$ cat src/rtl/addr_decode_seq_if.sv
`default_nettype none
// ============================================================================
//  Module      : addr_decode_seq_if
//  Description : Request/enable bundle between the bus address phase and the
//                registered channel decoder addr_decode_seq.
//  Revision    : 1.0 - initial release
// ============================================================================
interface addr_decode_seq_if #(
   parameter int AW = 8,
   parameter int SW = 3,
   parameter int CW = 8
);
   localparam int NCH = 2 ** SW;

   logic [AW-1:0]  a;
   logic           a_valid;
   logic           a_ready;
   logic           done;
   logic           adr_match;
   logic [NCH-1:0] en;
   logic           miss;
   logic [CW-1:0]  miss_cnt;
   logic           err;

   modport master (
      output a, a_valid, done,
      input  a_ready, adr_match, en, miss, miss_cnt, err
   );

   modport slave (
      input  a, a_valid, done,
      output a_ready, adr_match, en, miss, miss_cnt, err
   );
endinterface
`default_nettype wire

$ cat src/rtl/addr_decode_seq.sv
`default_nettype none
// ============================================================================
//  Module      : addr_decode_seq
//  Description : Registered address decoder: accepts a request, drives a
//                held one-hot channel enable until DONE, counts misses.
//                Optional forced release via macro ADDR_DECODE_TIMEOUT_EN.
//  Revision    : 1.0 - initial release
// ============================================================================
module addr_decode_seq #(
   parameter int            AW      = 8,
   parameter int            SW      = 3,
   parameter logic [AW-SW-1:0] BASE = '1,
   parameter int            CW      = 8,
   parameter int            TIMEOUT = 16
) (
   input  wire               clk,
   input  wire               rst,
   addr_decode_seq_if.slave  bus
);
   localparam int NCH = 2 ** SW;
   localparam logic [CW-1:0] c_cnt_one = CW'(1);

   typedef enum logic [0:0] {
      S_IDLE   = 1'b0,
      S_ACTIVE = 1'b1
   } state_t;

   state_t         r_state;
   state_t         w_state_nxt;
   logic [NCH-1:0] r_en;
   logic [NCH-1:0] w_en_nxt;
   logic           r_adr_match;
   logic           w_match_nxt;
   logic           r_miss;
   logic           w_miss_nxt;
   logic [CW-1:0]  r_miss_cnt;
   logic [CW-1:0]  w_cnt_nxt;
   logic           r_err;
   logic           w_err_nxt;

   if (AW <= SW || TIMEOUT < 2) begin : g_param_check
      $error("addr_decode_seq: needs AW > SW and TIMEOUT >= 2");
   end

`ifdef ADDR_DECODE_TIMEOUT_EN
   localparam int TW = $clog2(TIMEOUT);
   localparam logic [TW-1:0] c_tmo_last = TW'(TIMEOUT - 1);
   logic [TW-1:0] r_tmo_cnt;
   logic [TW-1:0] w_tmo_nxt;
`endif

   always_ff @(posedge clk or posedge rst) begin
      if (rst) begin
         r_state     <= S_IDLE;
         r_en        <= '0;
         r_adr_match <= 1'b0;
         r_miss      <= 1'b0;
         r_miss_cnt  <= '0;
         r_err       <= 1'b0;
`ifdef ADDR_DECODE_TIMEOUT_EN
         r_tmo_cnt   <= '0;
`endif
      end else begin
         r_state     <= w_state_nxt;
         r_en        <= w_en_nxt;
         r_adr_match <= w_match_nxt;
         r_miss      <= w_miss_nxt;
         r_miss_cnt  <= w_cnt_nxt;
         r_err       <= w_err_nxt;
`ifdef ADDR_DECODE_TIMEOUT_EN
         r_tmo_cnt   <= w_tmo_nxt;
`endif
      end
   end

   // a_valid alone qualifies accept here: a_ready is high exactly in IDLE out of reset
   always_comb begin
      w_state_nxt = r_state;
      w_en_nxt    = r_en;
      w_match_nxt = r_adr_match;
      w_miss_nxt  = 1'b0;
      w_cnt_nxt   = r_miss_cnt;
      w_err_nxt   = 1'b0;
`ifdef ADDR_DECODE_TIMEOUT_EN
      w_tmo_nxt   = r_tmo_cnt;
`endif
      case (r_state)
         S_IDLE: begin
            w_en_nxt    = '0;
            w_match_nxt = 1'b0;
`ifdef ADDR_DECODE_TIMEOUT_EN
            w_tmo_nxt   = '0;
`endif
            if (bus.a_valid) begin
               if (bus.a[AW-1:SW] == BASE) begin
                  w_state_nxt               = S_ACTIVE;
                  w_en_nxt[bus.a[SW-1:0]]   = 1'b1;
                  w_match_nxt               = 1'b1;
               end else begin
                  w_miss_nxt = 1'b1;
                  if (r_miss_cnt != '1) begin
                     w_cnt_nxt = r_miss_cnt + c_cnt_one;
                  end
               end
            end
         end
         S_ACTIVE: begin
            if (bus.done) begin
               w_state_nxt = S_IDLE;
               w_en_nxt    = '0;
               w_match_nxt = 1'b0;
            end
`ifdef ADDR_DECODE_TIMEOUT_EN
            // DONE on the expiry edge takes priority, so ERR stays low then
            else if (r_tmo_cnt == c_tmo_last) begin
               w_state_nxt = S_IDLE;
               w_en_nxt    = '0;
               w_match_nxt = 1'b0;
               w_err_nxt   = 1'b1;
            end else begin
               w_tmo_nxt = r_tmo_cnt + TW'(1);
            end
`endif
         end
         default: begin
            w_state_nxt = S_IDLE;
            w_en_nxt    = '0;
            w_match_nxt = 1'b0;
         end
      endcase
   end

   assign bus.a_ready   = (r_state == S_IDLE) && !rst;
   assign bus.en        = r_en;
   assign bus.adr_match = r_adr_match;
   assign bus.miss      = r_miss;
   assign bus.miss_cnt  = r_miss_cnt;
   assign bus.err       = r_err;

endmodule
`default_nettype wire

$ cat src/flat_wrapper.sv
// flat-port wrapper written by rule: the top's interface ports become plain ports
module addr_decode_seq_flat 
#(
   parameter int            AW      = 8,
   parameter int            SW      = 3,
   parameter logic [AW-SW-1:0] BASE = '1,
   parameter int            CW      = 8,
   parameter int            TIMEOUT = 16
)
  (clk, rst, bus_a, bus_a_valid, bus_done, bus_a_ready, bus_adr_match, bus_en, bus_miss, bus_miss_cnt, bus_err);
  addr_decode_seq_if #(.AW(AW), .SW(SW), .CW(CW)) bus_i ();
  input  wire clk;
  input  wire rst;
  input wire logic [$bits(bus_i.a)-1:0] bus_a;
  input wire logic [$bits(bus_i.a_valid)-1:0] bus_a_valid;
  input wire logic [$bits(bus_i.done)-1:0] bus_done;
  output wire logic [$bits(bus_i.a_ready)-1:0] bus_a_ready;
  output wire logic [$bits(bus_i.adr_match)-1:0] bus_adr_match;
  output wire logic [$bits(bus_i.en)-1:0] bus_en;
  output wire logic [$bits(bus_i.miss)-1:0] bus_miss;
  output wire logic [$bits(bus_i.miss_cnt)-1:0] bus_miss_cnt;
  output wire logic [$bits(bus_i.err)-1:0] bus_err;
  assign bus_i.a = bus_a;
  assign bus_i.a_valid = bus_a_valid;
  assign bus_i.done = bus_done;
  assign bus_a_ready = bus_i.a_ready;
  assign bus_adr_match = bus_i.adr_match;
  assign bus_en = bus_i.en;
  assign bus_miss = bus_i.miss;
  assign bus_miss_cnt = bus_i.miss_cnt;
  assign bus_err = bus_i.err;
  addr_decode_seq #(.AW(AW), .SW(SW), .BASE(BASE), .CW(CW), .TIMEOUT(TIMEOUT)) u_core (.clk(clk), .rst(rst), .bus(bus_i));
endmodule
$ cat config.mk
export PLATFORM = sky130hd
export DESIGN_NAME = addr_decode_seq_flat
export DESIGN_NICKNAME = d
export VERILOG_FILES = /design/src/rtl/addr_decode_seq_if.sv /design/src/rtl/addr_decode_seq.sv /design/src/flat_wrapper.sv
export SDC_FILE = /design/constraint.sdc
export NUM_CORES = 1
export LEC_CHECK = 0
export CORE_MARGIN = 5
export CORE_UTILIZATION = 43
export CTS_CLUSTER_DIAMETER = 40
export DETAILED_ROUTE_END_ITERATION = 10
export PLACE_DENSITY = 0.77
export SYNTH_ARGS = -nofsm -noshare
export SYNTH_HDL_FRONTEND = slang
export SYNTH_SLANG_ARGS = --single-unit
$ cat constraint.sdc
create_clock -name clk -period 1.6 [get_ports clk]
set_input_delay 0.32 -clock clk [delete_from_list [all_inputs] [get_ports clk]]
set_output_delay 0.32 -clock clk [all_outputs]
set_load 0.01 [all_outputs]
==> flow_summary.yaml <==
cts:
  clkTransAtPathRegs_ps: 110
  clock-root-buffer: "clkbuf_4"
  insertion_delay_ps: 290
  cts_buffers: 3
  htree_levels: 1
  clock_path_buffers: 2
  tritoncts: "built"
  cts_sinks: 19
critical_path:
  crit_start: "u_core.bus.miss_cnt[4]"
  r2r_start: "u_core.bus.miss_cnt[1]"
  start_kind: "flip-flop"
  cp_slowest_cell: "clkdlybuf4s50_1"
  critical_path.cell_chain: "clkdlybuf4s50_1"
  r2r_cells: 5
  crit_end: "bus_miss_cnt[4]"
  cp.depth: 1
  path_delay_family: "buffers and inverters"
  regToRegEndpoint: "u_core.bus.miss_cnt[1]"
  worst_setup_path_end_kind: "output pin"
  worstSetupPathType: "flip-flop to output pin"
  r2r_slack_ps: 100
  required_ps: 1280
  slowest_delay_ps: 560
  crit_arrival_ps: 1230
  cp_max_fo: 2
  crit_buf_inv: 1
floorplanning:
  die_width_um: 55.7
  io_pins: 32
  die_area_um2: 3100
  core_um2: 1980
  start_util: 0.453
  core.rowCount: 16
  die_y_um: 55.7
timing:
  finalSetupViolations: 0
  max_freq_mhz: 646
  rsz0062_at_grt: "false"
  finalMaxSlewViolations: 0
  skew_ps: 1.06
  tightest_slew_ps: 609
  fin_hold_ws_ps: 372
  timing.final.crit_share: 0.968
  finalCriticalPeriod_ps: 1550
  hold_viol_final: 0
  slew_headroom: 0.593
  setup_tns_ps: 0
grt:
  grt.total_usage: 0.139
  grt_pass1_vias: 797
  grt_antenna_before_repair: 0
  grt_max_degree: 20
  grt_pass1_wl_um: 3460
  grt-ovfl-total: 0
detailed_routing:
  dr_total_vias: 734
  routed_wirelength_um: 2050
  drtIter0Drc: 1
  first_pass_iters: 4
  drtAntennaViolNets: 0
  post-route-drc-count: 0
  viasPerCell: 4.93
  wire_per_inst_um: 13.8
logic_synthesis:
  synth.distinct_cells: 31
  synthArstFlopShare: 1.00
  synthFlopType: "dfrtp_1"
  syn_nets: 90
  synth_cells: 77
  ys_warn_count: 0
  ys_seq_elements: 19
  ys_seq_area_frac: 0.530
  synth_edf_count: 0
  synthesis.area_um2: 897
  avgSynthCellArea_um2: 11.7
flow_run:
  cap_violations: 0
power_and_ir_drop:
  p_total_mw: 1.62
  p_leak_nw: 0.627
  powerDensity_nw_per_um2: 1200
  ir_worst_vdd_v: 0.000889
placed_design:
  place_congestion: 0.799
  portBuffers: 30
  hpwlAfterDp_um: 1510
  placed_cell_area_um2: 1270
run_status:
  status: "finished, final reports clean"
layout:
  design_area_um2: 1350
  diodes: 0
  areaGrowthSynthToFinish_pct: 50.8
  fin_util: 0.682
  nets: 136
  drive_gt1_frac: 0.238
hold_path:
  min_path_type: "input pin to async pin"
cell type report:
class                      count  area [um^2]
fill                         162          629
sequential                    19          477
timing repair buffer          43          404
multi-input combinational     53          399
tap                           27         33.8
clock buffer                   3         22.5
inverter                       3         11.3
clock inverter                 1         5.00
layout by cell type (no fill, tap or decap), types with 2 or more instances in the layout:
cell / instances
inv_1: 3
dfrtp_1: 18
nor2_1: 2
clkbuf_4: 3
nand2_1: 13
buf_4: 13
dlymetal6s2s_1: 3
o31ai_1: 3
o21ai_0: 3
nand3_1: 2
nand2b_1: 2
xor2_1: 6
nand4_1: 3
clkdlybuf4s50_1: 26
sequential cells by signal, indices dropped and copies added, names as in the netlist:
signal / flops
u_core.bus.adr_match: 1
u_core.bus.miss_cnt: 8
u_core.bus.miss: 1
u_core.r_state: 1
u_core.bus.en: 8
metrics by stage:
step / cells / setup slack (ps)
after floorplan: 77 / 128
after global placement: 139 / -160
after detailed placement: 139 / -199
after CTS: 149 / 7.62
after global routing: 149 / 5.70
final: 149 / 51.8
routing by layer:
| metal | global-route usage | up-vias | routed length (um) |
|---|---|---|---|
| met5 | 0 | - | 0 |
| met4 | 0.0417 | 0 | 14 |
| met3 | 0.0418 | 2 | 135 |
| met2 | 0.262 | 23 | 1060 |
| met1 | 0.147 | 352 | 846 |
| li1 | - | 357 | - |
Yosys cell counts, types with 2 or more instances:
library cell,instances,share of area
nand4_1,3,0.021
o21ai_0,3,0.017
nand2_1,13,0.054
nor2_1,2,0.0084
dfrtp_1,19,0.53
o31ai_1,3,0.025
nand2b_1,2,0.014
xor2_1,6,0.059
inv_1,3,0.013
nand3_1,2,0.011
cell families after synthesis:
kind of cell,share of synthesized area
other,0.00418
AOI/OAI and AO/OA,0.0934
xor gates and xnor gates,0.0586
muxes,0.0167
DFF,0.530
adders and majority gates,0.0139
buffers and inverters,0.0251
and+or+nand+nor,0.258
worst min path at each step:
stage,end
2_1_floorplan,u_core.bus.adr_match
5_1_grt,u_core.bus.adr_match
3_5_place_dp,u_core.bus.en[4]
4_1_cts,u_core.bus.miss_cnt[3]
3_3_place_gp,u_core.bus.adr_match
6_report,u_core.bus.miss_cnt[3]
worst reg2reg max path, delay by kind of cell, from the launching register on:
kind                     cells  cell delay (ps)
AND/OR/NAND/NOR              3              460
adder cells (fa/ha/maj)      1              230
multiplexers                 1              290
flip-flops                   1              410
report_power, final:
| group | total [mW] | internal (mW) | leakage [nW] | switching, mW |
|---|---|---|---|---|
| combinational | 0.730 | 0.396 | 0.364 | 0.335 |
| sequential | 0.653 | 0.581 | 0.245 | 0.0721 |
| clock | 0.239 | 0.0929 | 0.0177 | 0.146 |
repair_timing:
action | in CTS | in global routing
setup endpoints to repair | 7 | 6
pin swaps | 0 | 1
setup buffers | 6 | 0
gates resized for setup | 2 | 3
hold buffers | 0 | 0
Power figures use the tool's default switching activity.
